## config.mk

```make
export PLATFORM = sky130hd
export DESIGN_NAME = tally_btn_ctrl
export DESIGN_NICKNAME = d
export VERILOG_FILES = /design/src/rtl/tally_btn_ctrl.sv
export SDC_FILE = /design/constraint.sdc
export NUM_CORES = 1
export LEC_CHECK = 0
export ABC_AREA = 1
export BUFFER_PORTS_ARGS = -buffer_cell sky130_fd_sc_hd__buf_2
export CORE_MARGIN = 2
export CORE_UTILIZATION = 64
export CTS_BUF_LIST = sky130_fd_sc_hd__clkbuf_16
export CTS_CLUSTER_DIAMETER = 100
export CTS_CLUSTER_SIZE = 30
export DETAILED_ROUTE_END_ITERATION = 12
export HOLD_SLACK_MARGIN = 0.08
export PLACE_DENSITY = 0.84
export SLEW_MARGIN = 20
export SYNTH_ARGS = -nofsm -noshare
export SYNTH_HDL_FRONTEND = slang
export SYNTH_SLANG_ARGS = --single-unit
```

## constraint.sdc

```tcl
create_clock -name CLK -period 3.06 [get_ports CLK]
set_input_delay 0.459 -clock CLK [delete_from_list [all_inputs] [get_ports CLK]]
set_output_delay 0.459 -clock CLK [all_outputs]
set_load 0.01 [all_outputs]
```

## src/rtl/tally_btn_ctrl.sv

```systemverilog
// Purpose: debounced push-button sequencer that owns the 0..15 tally count and drives the LED thermometer.
// Latency: inc_pulse follows a stable press by DEB_CYC+3 edges; cnt/led follow inc_pulse by one edge.
// Backpressure: none; BTN/CLR are sampled every cycle and tick/inc_pulse are fire-and-forget strobes.
// Optional feature: define TALLY_AUTOREPEAT_EN to auto-repeat increments on each tick while the button is held.
module tally_btn_ctrl #(
   parameter int PRE_W   = 25,
   parameter int DEB_CYC = 1000000,
   parameter int REP_DLY = 2
) (
   input  logic        CLK,
   input  logic        RST_N,
   input  logic        BTN,
   input  logic        CLR,
   output logic        tick,
   output logic        inc_pulse,
   output logic [3:0]  cnt,
   output logic [14:0] led
);

   // Debounce counter only ever needs to reach DEB_CYC-1.
   localparam int DEB_W = (DEB_CYC > 2) ? $clog2(DEB_CYC) : 1;
   localparam logic [DEB_W-1:0] DEB_MAX = DEB_W'(DEB_CYC - 1);

   // Elaboration-time guard on parameter ranges the FSM relies on.
   if (DEB_CYC < 2 || REP_DLY < 1) begin : g_param_chk
      $error("tally_btn_ctrl: DEB_CYC must be >= 2 and REP_DLY must be >= 1");
   end

   typedef enum logic [1:0] {
      IDLE       = 2'd0,
      PRESS_WAIT = 2'd1,
      HELD       = 2'd2,
      REL_WAIT   = 2'd3
   } deb_state_e;

   logic             sync1_q;
   logic             b_s_q;
   logic [PRE_W-1:0] pre_q;
   logic             tick_q;
   deb_state_e       state_q, state_d;
   logic [DEB_W-1:0] deb_q, deb_d;
   logic             inc_q, inc_d;
   logic [3:0]       cnt_q, cnt_d;

`ifdef TALLY_AUTOREPEAT_EN
   // Repeat counter saturates at REP_DLY; at least 2 bits wide.
   localparam int REP_W = ($clog2(REP_DLY + 1) < 2) ? 2 : $clog2(REP_DLY + 1);
   localparam logic [REP_W-1:0] REP_MAX = REP_W'(REP_DLY);
   logic [REP_W-1:0] rep_q, rep_d;
`endif

   // Two-flop synchronizer for the raw, bouncing button.
   always_ff @(posedge CLK or negedge RST_N) begin
      if (!RST_N) begin
         sync1_q <= 1'b0;
         b_s_q   <= 1'b0;
      end else begin
         sync1_q <= BTN;
         b_s_q   <= sync1_q;
      end
   end

   // Free-running prescaler; tick is registered while the prescaler sits at all ones.
   always_ff @(posedge CLK or negedge RST_N) begin
      if (!RST_N) begin
         pre_q  <= '0;
         tick_q <= 1'b0;
      end else begin
         pre_q  <= pre_q + 1'b1;
         tick_q <= (pre_q == '1);
      end
   end

   // Debounce FSM next-state: press/release qualification, one-shot and optional auto-repeat.
   always_comb begin
      state_d = state_q;
      deb_d   = deb_q;
      inc_d   = 1'b0;
`ifdef TALLY_AUTOREPEAT_EN
      rep_d   = rep_q;
`endif
      unique case (state_q)
         IDLE: begin
            if (b_s_q) begin
               state_d = PRESS_WAIT;
               deb_d   = '0;
            end
         end
         PRESS_WAIT: begin
            if (!b_s_q) begin
               // Glitch shorter than the debounce window: abandon the press.
               state_d = IDLE;
               deb_d   = '0;
            end else if (deb_q == DEB_MAX) begin
               state_d = HELD;
               deb_d   = '0;
               inc_d   = 1'b1;
`ifdef TALLY_AUTOREPEAT_EN
               // Fresh press: repeat delay starts from zero.
               rep_d   = '0;
`endif
            end else begin
               deb_d = deb_q + 1'b1;
            end
         end
         HELD: begin
            if (!b_s_q) begin
               state_d = REL_WAIT;
               deb_d   = '0;
            end
`ifdef TALLY_AUTOREPEAT_EN
            else if (tick_q) begin
               // Count ticks until the delay is met, then fire once per tick.
               if (rep_q >= REP_MAX) begin
                  inc_d = 1'b1;
               end else begin
                  rep_d = rep_q + 1'b1;
               end
            end
`endif
         end
         REL_WAIT: begin
            if (b_s_q) begin
               // Release bounce: back to HELD without a new increment; repeat counter kept.
               state_d = HELD;
               deb_d   = '0;
            end else if (deb_q == DEB_MAX) begin
               state_d = IDLE;
               deb_d   = '0;
            end else begin
               deb_d = deb_q + 1'b1;
            end
         end
         default: begin
            state_d = IDLE;
            deb_d   = '0;
         end
      endcase
   end

   // Debounce FSM state, debounce counter and registered increment strobe.
   always_ff @(posedge CLK or negedge RST_N) begin
      if (!RST_N) begin
         state_q <= IDLE;
         deb_q   <= '0;
         inc_q   <= 1'b0;
      end else begin
         state_q <= state_d;
         deb_q   <= deb_d;
         inc_q   <= inc_d;
      end
   end

`ifdef TALLY_AUTOREPEAT_EN
   // Auto-repeat tick counter.
   always_ff @(posedge CLK or negedge RST_N) begin
      if (!RST_N) begin
         rep_q <= '0;
      end else begin
         rep_q <= rep_d;
      end
   end
`endif

   // Count next-state: clear has priority and swallows a coincident increment.
   always_comb begin
      cnt_d = cnt_q;
      if (CLR) begin
         cnt_d = 4'd0;
      end else if (inc_q) begin
         cnt_d = cnt_q + 4'd1;
      end
   end

   // Tally count register.
   always_ff @(posedge CLK or negedge RST_N) begin
      if (!RST_N) begin
         cnt_q <= 4'd0;
      end else begin
         cnt_q <= cnt_d;
      end
   end

   // Thermometer decode of the registered count: led[i] lit when i < cnt.
   always_comb begin
      led = '0;
      for (int i = 0; i < 15; i++) begin
         led[i] = (4'(i) < cnt_q);
      end
   end

   assign tick      = tick_q;
   assign inc_pulse = inc_q;
   assign cnt       = cnt_q;

endmodule

```

**Yosys cells after proc, flatten, opt, wreduce, memory -nomap -nowiden**

Cells that the tools add are included.

- Bits in registers: 55
- Bits of input ports: 4
- Output and inout port bits: 21
- Word-level logic and storage cells: 57

- Add/subtract/negate cells: 3
- Magnitude comparators: 15
- Equality and inequality tests: 9
- Muxes and demuxes: 18
- Reduce and logical (&&, ||, !) cells: 4

Operators with widths:

| operator | count |
|---|---|
| $mux W20 | 5 |
| $pmux W20 S4 | 1 |
| $lt A4 B4 Y1 const A | 7 |
| $add A25 B1 Y25 const B | 1 |
| $eq A25 B25 Y1 const B | 1 |
| $add A20 B1 Y20 const B | 1 |
| $eq A20 B20 Y1 const B | 1 |
| $lt A3 B4 Y1 const A | 4 |
| $mux W2 | 6 |
| $lt A1 B4 Y1 const A | 2 |
| $lt A2 B4 Y1 const A | 2 |
| $mux W4 | 2 |
| $pmux W2 S4 | 1 |
| $ne A3 B3 Y1 const B | 2 |
| $add A4 B1 Y4 const B | 1 |
| $eq A2 B2 Y1 const B | 2 |
| $ne A2 B2 Y1 const B | 2 |
| $reduce_and A4 Y1 | 1 |
| $mux W1 | 3 |
| $eq A2 B1 Y1 const B | 1 |
| $logic_not A2 Y1 | 1 |
| $reduce_and A2 Y1 | 1 |
| $reduce_bool A2 Y1 | 1 |

**Logic depth before layout (Yosys ltp)**

Gate-level depths: netlist of the first run.

- Depth in word-level cells: 4
- Mapped depth: 9
- Gate-level depth less buffers: 9

**Worst setup path after synthesis of the first run**

No wires, ideal clock.

- Path type: register -> output
- Start point: register cnt_q[1] (netlist: cnt[1])
- End point: output port led[4]
- Arrival time: 1.036 ns
- Required time: 2.601 ns
- Path slack: 1.565 ns
- Cell stages (with the launch flop): 4
- Buffers on the path: 0
- Cell sequence: dfrtp_1 inv_1 ha_1 o21ai_0

- Longest elaborated chain between the ends: 1

RTL lines:

| element | line | source |
|---|---|---|
| from (decl) | 43 | `logic [3:0] cnt_q, cnt_d;` |
| from (signal assigned) | 180 | `cnt_q <= cnt_d;` |
| $lt A3 B4 Y1 | 188 | `led[i] = (4'(i) < cnt_q);` |
| to (decl) | 17 | `output logic [14:0] led` |

No other way between the ends.

**Worst setup path in the final report of the first run**

- Start point: register cnt_q[0] (netlist: cnt[0])
- End point: output port led[8]

- Longest elaborated chain between the ends: 1

RTL lines:

| element | line |
|---|---|
| $lt A4 B4 Y1 | 188 |

No other way between the ends.

==> results of run 1 <==
==> layout make-up <==
class                           count  share of cell area, %
Multi-Input combinational cell    301                   43.5
Timing Repair Buffer               25                   3.65
Sequential cell                    55                   39.4
Clock inverter                      3                   2.04
Inverter                           51                   5.48
Clock buffer                        5                   3.58
Tap cell                           67                   2.40
==> flip-flops by register name, summed over array words and instances (netlist names), named ones only <==
register,cells
tick,1
sync1_q,1
state_q,1
deb_q,20
cnt,4
inc_pulse,1
pre_q,25
b_s_q,1
==> worst max-delay path by stage <==
stage	slack [ns]	depth (start not counted)	start	end
global route	1.12	4	cnt[0]	led[4]
detailed placement	1.41	8	deb_q[0]	register
floorplan	1.56	3	cnt[1]	led[4]
global placement	1.47	8	deb_q[0]	register
finish	1.22	4	cnt[0]	led[8]
CTS	1.21	4	cnt[0]	led[8]
==> metal layers <==
metal  share of wire [%]  wire (um)  vias up
met5                   0          0        -
met4                 1.7        110        0
met3                 4.5        293       13
met2                  49       3200       86
met1                  45       2940     1267
li1                    -          -     1354
==> cell usage in the layout, fill, tap and decap left out, types with 4 or more instances in the layout <==
master,n
nand2_1,118
clkbuf_16,5
nand2_2,4
nor2_1,54
nor3_1,5
inv_1,48
o21ai_0,10
nor2_4,5
buf_2,24
nand4_1,11
xnor2_1,9
nand3_1,35
o21ai_1,7
xor2_1,14
dfrtp_1,55
ha_1,5
a21oi_1,7
==> through the flow <==
| step | utilization (%) | worst slack, ns | cell area (um^2) | total power, mW |
|---|---|---|---|---|
| after floorplan | - | 1.56 | 3130 | 0.969 |
| after global placement | 69.9 | 1.47 | 3300 | 1.01 |
| after detailed placement | 69.9 | 1.41 | 3300 | 1.01 |
| after CTS | 74.0 | 1.21 | 3500 | 1.76 |
| after global routing | 74.0 | 1.12 | 3500 | 1.82 |
| final | 74.0 | 1.22 | 3500 | 1.75 |
==> power groups by stage <==
stage               clock network, mW  logic [mW]  registers (mW)
global placement                    0       0.205           0.802
detailed placement                  0       0.210           0.803
CTS                             0.760       0.211           0.788
floorplan                           0       0.175           0.794
finish                          0.746       0.213           0.790
global route                    0.785       0.236           0.794
==> kinds of logic (layout without fill, tap and decap cells) <==
logic type      count (synthesis)  after routing
simple gates                  242            242
buf+inv                        56             84
flops                          55             55
compound gates                 31             31
xor+xnor                       23             23
fa+ha+maj                       5              5
==> run_results.csv, run 1 <==
group,metric,value,unit
global_routing,antenna_found_initial,0,
synth,synth_fa_ha_area_share,2.00,%
sta,fmax,543,MHz
sta,period_minus_slack,1.84,ns
floorplan,die_y,73.9,um
run,cap_violations,0,
floorplan,initial_core_util,66.2,%
global_routing,grt_pass1_vias,2502,
sta,finalSetupTns,0,ns
cts,clk_pin_slew,0.07,ns
setup_path,rr_worst_depth,8,
cts,hold_buffers,0,
setup_path,reg2reg_slack,1.37,ns
setup_path,path_max_fanout,6,
synth,synth_top_family_by_area,"simple AND/OR/NAND/NOR gates",
route,drcViolationCount,0,
cts,cts_tree,"yes",
cts,clock_latency,0.29,ns
cells_and_area,regArea,1380,um^2
placement,dpl.hpwl,4690,um
power,powerDensity,500,nW/um^2
sta,timing.slew.headroom,53.5,%
power,p_comb_share,12.2,%
synth,synth-xor-area-share,6.44,%
synth,synth_top_area_share,44.0,%
synth,syn_inst,412,
cells_and_area,antenna_cells,0,
power,sw_frac_of_total,26.7,%
cts,cts_buffer_depth,2,
power,internal_power,1.28,mW
sta,hold_ws,0.201,ns
power,power_switching,467,uW
sta,slew_viol_final,0,
global_routing,gr-max-usage-layer,"met2",
cts,h-tree-depth,2,
route,drt-pass1-iter-count,5,
synth,synth_compound_area_share,5.68,%
setup_path,cp_cell_sequence,"inv_1, ha_1, o21ai_0, buf_2",
sta,worst_pin_slew,0.698,ns
floorplan,dieArea,5460,um^2
route,ant_nets,0,
setup_path,path_buf_inv,2,
synth,synth-edff-count,0,
setup_path,slowest_delay,0.46,ns
cts,cts_sinks,55,
global_routing,grt_max_degree,33,
synth,ys_ff_latch,55,
cells_and_area,multi_input_area,1520,um^2
setup_path,cp_data_required_time,2.60,ns
setup_path,rr_startpoint,"deb_q[0]",
min_path,hold_path.class,"in -> async",
route,wl,6540,um
floorplan,die_x,73.9,um
sta,rsz0062_at_grt,"no",
cts,cts_buffers,5,
floorplan,ios,25,
setup_path,crit_path_start_kind,"register",
synth,yosys.area_share.simple,34.5,%
global_routing,grtUsageMet2,42.9,%
global_routing,grt_util_all_layers,26.3,%
synth,syn_nets,421,
sta,fin_crit_sh,60.2,%
cts,root_buffer,"clkbuf_16",
route,initialDrtViolationCount,220,
sta,fin_skew,0.00937,ns
setup_path,end_kind,"primary output",
global_routing,gr-usage-met1,35.5,%
placement,gp_congestion,0.934,
power,vdd_drop_max,0.432,mV
cells_and_area,nets,448,
cts,post_cts_buffers,0,
setup_path,cp_top_family,"flip-flops",
global_routing,gr-usage-met3,5.35,%
setup_path,cpMaxStageDelayCell,"dfrtp_1",
placement,io_buffers,24,
cts,cts_resized,0,
cells_and_area,fill_cells,364,
global_routing,gr-total-overflow,0,
synth,synthTopCellsByArea,"dfrtp_1, nand2_1, nor2_1",
cells_and_area,areaGrowthSynthToFinish,11.8,%
sta,setup_viol,0,
synth,yosysWarnings,0,
power,leakage,1.67,nW
synth,synth.mux.area_fraction,0,%
synth,yosysMostFrequentCell,"nand2_1",
route,post_drt_wl_per_cell,12.9,um
global_routing,grt_pass1_wl,11100,um
synth,yosysUniqueCellTypes,28,
floorplan,coreArea,4720,um^2
floorplan,rows,25,
synth,yosysTopAreaCell,"dfrtp_1",
synth,synth_area,3130,um^2
route,vias,2720,
setup_path,setup.worst_path.class,"reg -> out",
route,via_per_inst,5.36,
cells_and_area,layout-drive-gt1-share,12.3,%
status,outcome,"complete, no violations",
synth,synthFlopType,"dfrtp_1",
setup_path,arrival,1.38,ns
power,clockPowerShare,42.7,%
sta,finalHoldViolCount,0,
synth,netlist_top_cells_count,"nand2_1, dfrtp_1, nor2_1",
power,seq_power_share,45.2,%
synth,ys_seq_area_share,44.0,%
placement,dp_cells,499,
synth,ys_async_sr_fraction,100,%
synth,syn_area_per_cell,7.59,um^2
cells_and_area,instances_no_fill,507,
Power figures use the tool's default switching activity.
==> inputs of run 2 (changes only) <==
--- a/config.mk
+++ b/config.mk
@@ -5,16 +5,16 @@
 export SDC_FILE = /design/constraint.sdc
 export NUM_CORES = 1
 export LEC_CHECK = 0
-export ABC_AREA = 1
+export ABC_AREA = 0
 export BUFFER_PORTS_ARGS = -buffer_cell sky130_fd_sc_hd__buf_2
 export CORE_MARGIN = 2
-export CORE_UTILIZATION = 64
+export CORE_UTILIZATION = 53
 export CTS_BUF_LIST = sky130_fd_sc_hd__clkbuf_16
 export CTS_CLUSTER_DIAMETER = 100
 export CTS_CLUSTER_SIZE = 30
 export DETAILED_ROUTE_END_ITERATION = 12
 export HOLD_SLACK_MARGIN = 0.08
-export PLACE_DENSITY = 0.84
+export PLACE_DENSITY = 0.75
 export SLEW_MARGIN = 20
 export SYNTH_ARGS = -nofsm -noshare
 export SYNTH_HDL_FRONTEND = slang
==> constraint.sdc (replaced) <==
create_clock -name CLK -period 1.49 [get_ports CLK]
set_input_delay 0.2235 -clock CLK [delete_from_list [all_inputs] [get_ports CLK]]
set_output_delay 0.2235 -clock CLK [all_outputs]
set_load 0.01 [all_outputs]
==> run_results.csv, run 2 <==
group,metric,value,unit
status,outcome,"finished with violations",
status,violations,"setup timing",
setup_path,cp_cell_sequence,"nand4_1, buf_4, nor3_4, nand4_1, a21o_1, a21o_1",
synth,ys_seq_area_share,50.4,%
setup_path,arrival,1.95,ns
floorplan,coreArea,5040,um^2
synth,synth_top_area_share,50.4,%
route,post_drt_wl_per_cell,17.6,um
synth,netlist_top_cells_count,"dfrtp_1, nand2_1, nor2_1",
sta,finalSetupTns,-4.19,ns
synth,synth_compound_area_share,11.1,%
cells_and_area,utilization,77.7,%
sta,fin_crit_sh,118,%
synth,synth_area,2730,um^2
setup_path,cp_data_required_time,1.68,ns
route,ant_nets,0,
cts,cts_buffers,5,
synth,yosysTopAreaCell,"dfrtp_1",
synth,ys_async_sr_fraction,100,%
sta,period_minus_slack,1.76,ns
synth,synthTopCellsByArea,"dfrtp_1, xnor2_1, nand2_1",
sta,finalHoldViolCount,0,
floorplan,rows,26,
power,powerDensity,1040,nW/um^2
setup_path,crit_path_start_kind,"register",
sta,hold_ws,0.112,ns
global_routing,grt_util_all_layers,23.5,%
placement,gp_congestion,0.827,
cts,clock_latency,0.30,ns
placement,dp_cells,394,
cells_and_area,layout-drive-gt1-share,45.0,%
synth,syn_nets,272,
setup_path,setup.worst_path.class,"reg -> reg",
synth,synthFlopType,"dfrtp_1",
cells_and_area,nets,370,
synth,synth_top_family_by_area,"simple AND/OR/NAND/NOR gates",
placement,io_buffers,24,
global_routing,grt_pass1_wl,10100,um
floorplan,initial_core_util,54.1,%
sta,slew_viol_final,0,
global_routing,gr-total-overflow,0,
cts,clk_pin_slew,0.08,ns
sta,setup_viol,28,
power,sw_frac_of_total,31.4,%
sta,fmax,570,MHz
setup_path,slowest_delay,0.41,ns
synth,synth_fa_ha_area_share,2.29,%
route,wl,7600,um
setup_path,rr_startpoint,"deb_q[7]",
sta,fin_skew,0.0112,ns
cells_and_area,areaGrowthSynthToFinish,43.6,%
sta,rsz0062_at_grt,"yes",
synth,syn_inst,263,
power,clockPowerShare,29.6,%
floorplan,die_y,75.8,um
run,cap_violations,0,
placement,dpl.hpwl,3740,um
synth,ys_ff_latch,55,
cells_and_area,largest_reg_flops,25,
synth,yosysWarnings,0,
cells_and_area,max_flop_register,"pre_q",
global_routing,grt_max_degree,44,
route,drcViolationCount,0,
synth,yosysUniqueCellTypes,47,
synth,yosys.area_share.simple,21.1,%
floorplan,ios,25,
synth,yosysMostFrequentCell,"dfrtp_1",
power,vdd_drop_max,0.833,mV
cells_and_area,final_cell_mix,"buf_4, dfrtp_1, nand2_1",
route,vias,2446,
floorplan,dieArea,5740,um^2
synth,synth-edff-count,0,
setup_path,cpMaxStageDelayCell,"dfrtp_1",
sta,final.setup.worst_slack,-0.265,ns
global_routing,antenna_found_initial,0,
cells_and_area,fill_cells,277,
min_path,hold_start,"CLR",
power,p_comb_share,31.2,%
setup_path,end_kind,"register",
power,leakage,1.95,nW
route,initialDrtViolationCount,232,
cts,cts_sinks,55,
setup_path,path_max_fanout,4,
power,seq_power_share,39.2,%
global_routing,grt_pass1_vias,2160,
cells_and_area,antenna_cells,0,
route,drt-pass1-iter-count,4,
cts,h-tree-depth,2,
min_path,hold_path.class,"in -> reg",
power,power_switching,1.28,mW
cells_and_area,instances_no_fill,432,
synth,synth.mux.area_fraction,1.65,%
setup_path,cp-startpoint,"deb_q[7]",
synth,synth-xor-area-share,9.58,%
cells_and_area,final_common_cell,"buf_4",
power,internal_power,2.80,mW
cts,cts_buffer_depth,2,
sta,worst_pin_slew,0.329,ns
sta,timing.slew.headroom,78.1,%
cts,cts_tree,"yes",
floorplan,die_x,75.8,um
placement,pre_cts_slack,-0.145,ns
route,via_per_inst,5.66,
synth,syn_area_per_cell,10.4,um^2
cts,root_buffer,"clkbuf_16",
==> run 2: cell families after synthesis <==
| kind of cell | after synthesis |
|---|---|
| compound gates | 40 |
| xor+xnor | 29 |
| fa+ha+maj | 5 |
| buf+inv | 19 |
| flops | 55 |
| mux | 4 |
| simple gates | 111 |
==> run 2: path summary, 6_finish.rpt <==
kind / end / slack, ns / cells after the start
max: deb_q[14] / -0.27 / 6
min: cnt[2] / 0.11 / 2
max reg2reg: deb_q[14] / -0.27 / 6
min reg2reg: b_s_q / 0.36 / 0
max in group asynchronous: cnt[0] / 0.59 / 3
min in group asynchronous: pre_q[6] / 0.35 / 2
==> run 2: critical path: cells and delay by family, from the launching register on <==
family	cells	cell delay [ns]
buf+inv	1	0.21
simple gates	3	0.68
compound gates	2	0.36
flops	1	0.41
==> run 2: timing repair <==
action,CTS,global route
setup endpoints to repair,27,44
hold buffers,2,0
gates resized for setup,21,43
pin swaps,15,27
hold endpoints to repair,13,0
setup buffers,15,14
==> run 2: cell type report <==
| type | count | area, um^2 | area share (%) |
|---|---|---|---|
| flip-flops and latches | 55 | 1380 | 35.2 |
| multi-input cells | 189 | 1480 | 37.6 |
| repair buffers | 100 | 783 | 20.0 |
| well taps | 70 | 87.6 | 2.23 |
| clock buffers | 5 | 125 | 3.19 |
| clock inverters | 3 | 26.3 | 0.670 |
| inverters | 10 | 40.0 | 1.02 |
==> run 2: power groups by stage <==
stage | clock (mW) | combinational [mW] | sequential [mW]
6_report | 1.21 | 1.27 | 1.60
5_1_grt | 1.27 | 1.36 | 1.61
4_1_cts | 1.21 | 1.11 | 1.59
3_5_place_dp | 0 | 1.00 | 1.63
3_3_place_gp | 0 | 0.978 | 1.62
2_1_floorplan | 0 | 0.643 | 1.63
==> run 2: metrics by stage <==
stage,power (mW),area (um^2)
2_1_floorplan,2.27,2790
3_3_place_gp,2.60,3290
5_1_grt,4.24,3920
4_1_cts,3.92,3640
3_5_place_dp,2.63,3290
6_report,4.08,3920
==> run 2: routing by layer <==
metal  vias to the layer above  global-route usage, %  wire (um)
met3                        17                   5.03        401
met4                         0                   9.75        178
met2                        93                   39.1       3930
met5                         -                      0          0
met1                      1226                   29.6       3090
li1                       1110                      -          -
==> inputs of run 3 (changes only) <==
--- a/config.mk
+++ b/config.mk
@@ -5,16 +5,16 @@
 export SDC_FILE = /design/constraint.sdc
 export NUM_CORES = 1
 export LEC_CHECK = 0
-export ABC_AREA = 0
+export ABC_AREA = 1
 export BUFFER_PORTS_ARGS = -buffer_cell sky130_fd_sc_hd__buf_2
-export CORE_MARGIN = 2
-export CORE_UTILIZATION = 53
+export CORE_UTILIZATION = 54
 export CTS_BUF_LIST = sky130_fd_sc_hd__clkbuf_16
 export CTS_CLUSTER_DIAMETER = 100
 export CTS_CLUSTER_SIZE = 30
 export DETAILED_ROUTE_END_ITERATION = 12
+export GPL_TIMING_DRIVEN = 0
 export HOLD_SLACK_MARGIN = 0.08
-export PLACE_DENSITY = 0.75
+export PLACE_DENSITY = 0.76
 export SLEW_MARGIN = 20
 export SYNTH_ARGS = -nofsm -noshare
 export SYNTH_HDL_FRONTEND = slang
==> run_results.csv, run 3 (synthesis results as in run 1) <==
group,metric,value,unit
run,cap_violations,0,
placement,dpl.hpwl,4610,um
cells_and_area,antenna_cells,0,
status,violations,"setup timing",
sta,final.setup.worst_slack,-0.0117,ns
power,power,3.56,mW
cells_and_area,final_common_cell,"nand2_1",
placement,gp_congestion,0.854,
floorplan,rows,27,
route,via_per_inst,5.30,
setup_path,setup.worst_path.class,"reg -> reg",
global_routing,grt_util_all_layers,23.3,%
cts,cts_buffers,5,
cells_and_area,layout-drive-gt1-share,24.2,%
global_routing,gr-total-overflow,0,
cells_and_area,max_flop_register,"pre_q",
cells_and_area,largest_reg_flops,25,
placement,io_buffers,24,
sta,setup_viol,3,
cts,clk_pin_slew,0.07,ns
sta,slew_viol_final,0,
cts,cts_buffer_depth,2,
sta,fmax,666,MHz
route,ant_nets,0,
sta,finalHoldViolCount,0,
cells_and_area,finish.instance_area,3920,um^2
route,drt-pass1-iter-count,4,
sta,hold_ws,0.126,ns
route,drcViolationCount,0,
cells_and_area,areaGrowthSynthToFinish,25.2,%
min_path,hold_path.class,"in -> reg",
route,post_drt_wl_per_cell,13.0,um
sta,worst_pin_slew,0.688,ns
cells_and_area,regArea,1380,um^2
setup_path,path_max_fanout,5,
floorplan,coreArea,5540,um^2
sta,fin_skew,0.00464,ns
cells_and_area,fill_cells,436,
sta,timing.slew.headroom,54.1,%
floorplan,initial_core_util,56.5,%
cells_and_area,final_cell_mix,"nand2_1, dfrtp_1, inv_1",
global_routing,grt_max_degree,56,
floorplan,ios,25,
sta,period_minus_slack,1.50,ns
route,vias,2880,
power,powerDensity,910,nW/um^2
sta,rsz0062_at_grt,"yes",
setup_path,critPathCapture,"deb_q[15]",
cts,cts_sinks,55,
sta,fin_crit_sh,101,%
status,outcome,"finished with violations",
cells_and_area,nets,479,
global_routing,antenna_found_initial,0,
setup_path,reg2reg_slack,-0.01,ns
cts,clock_latency,0.28,ns
cts,root_buffer,"clkbuf_16",
sta,finalSetupTns,-0.0284,ns
setup_path,crit_path_start_kind,"register",
setup_path,arrival,1.73,ns
placement,place_area,3340,um^2
route,wl,7040,um
setup_path,rr_worst_depth,6,
setup_path,cp_data_required_time,1.72,ns
global_routing,grt_pass1_vias,2554,
power,vdd_drop_max,0.622,mV
placement,pre_cts_slack,-0.166,ns
floorplan,die_y,78.1,um
cts,h-tree-depth,2,
floorplan,die_x,78.1,um
route,initialDrtViolationCount,219,
power,leakage,1.87,nW
cts,cts_tree,"yes",
global_routing,grt_pass1_wl,11400,um
cells_and_area,multi_input_area,1720,um^2
setup_path,end_kind,"register",
setup_path,reg2reg_to,"deb_q[15]",
floorplan,dieArea,6100,um^2
[run 3: cell count changes in the layout (fill, tap and decap cells not counted), sizes merged, moves of 19 or more]
| cell | change |
|---|---|
| inv | +41 |
| buf | -45 |
| nand3 | +19 |
| nand2 | +95 |
| nor2 | +40 |
[run 3: cell type report]
class / count / area share [%]
Timing Repair Buffer: 50 / 8.24
Tap cell: 72 / 2.30
Multi-Input combinational cell: 302 / 43.9
Clock buffer: 5 / 3.19
Buffer: 5 / 1.12
Inverter: 51 / 4.95
Sequential cell: 55 / 35.2
Clock inverter: 3 / 1.09
[run 3: how the worst min path moves through the flow]
stage / cells after the start / end / slack (ns) / startpoint
4_1_cts: 2 / cnt[1] / 0.12 / CLR
3_5_place_dp: 1 / deb_q[1] / 0.32 / RST_N
3_3_place_gp: 1 / sync1_q / 0.33 / BTN
5_1_grt: 2 / cnt[1] / 0.13 / CLR
6_report: 2 / cnt[1] / 0.13 / CLR
2_1_floorplan: 0 / asynchronous set/reset pin / -0.07 / RST_N
[run 3: power breakdown]
group	switching, mW	leakage [nW]	internal (mW)
Combinational	0.413	1.05	0.216
Sequential	0.0719	0.740	1.55
Clock	0.524	0.0856	0.794
Total	1.01	1.87	2.56
[run 3: timing repair]
| action | CTS | global route |
|---|---|---|
| setup buffers | 9 | 15 |
| endpoints found under the hold margin | 56 | 0 |
| pin swaps | 4 | 11 |
| gates resized for setup | 10 | 44 |
| hold buffers | 2 | 0 |
| gates cloned | 0 | 1 |
| setup endpoints to repair | 32 | 37 |
[run 3: metrics by stage]
stage                     std cells  util (%)
after floorplan                 412         -
after global placement          508      60.3
after detailed placement        508      60.3
after CTS                       527      65.5
after global routing            543      70.7
final                           543      70.7
[run 3: layer usage]
layer | track usage [%] | part of all wire (%)
met1 | 32.8 | 46
met2 | 36.9 | 49
met3 | 4.07 | 4.4
met4 | 6.67 | 0.38
met5 | 0 | 0
[run 3: worst max-delay path, cell delays in order, from the launching register on]
cell     delay, ns
dfrtp_1       0.43
or2_4         0.30
a21oi_4       0.18
inv_2         0.08
nor2_2        0.26
nand3_1       0.12
nand2_1       0.07
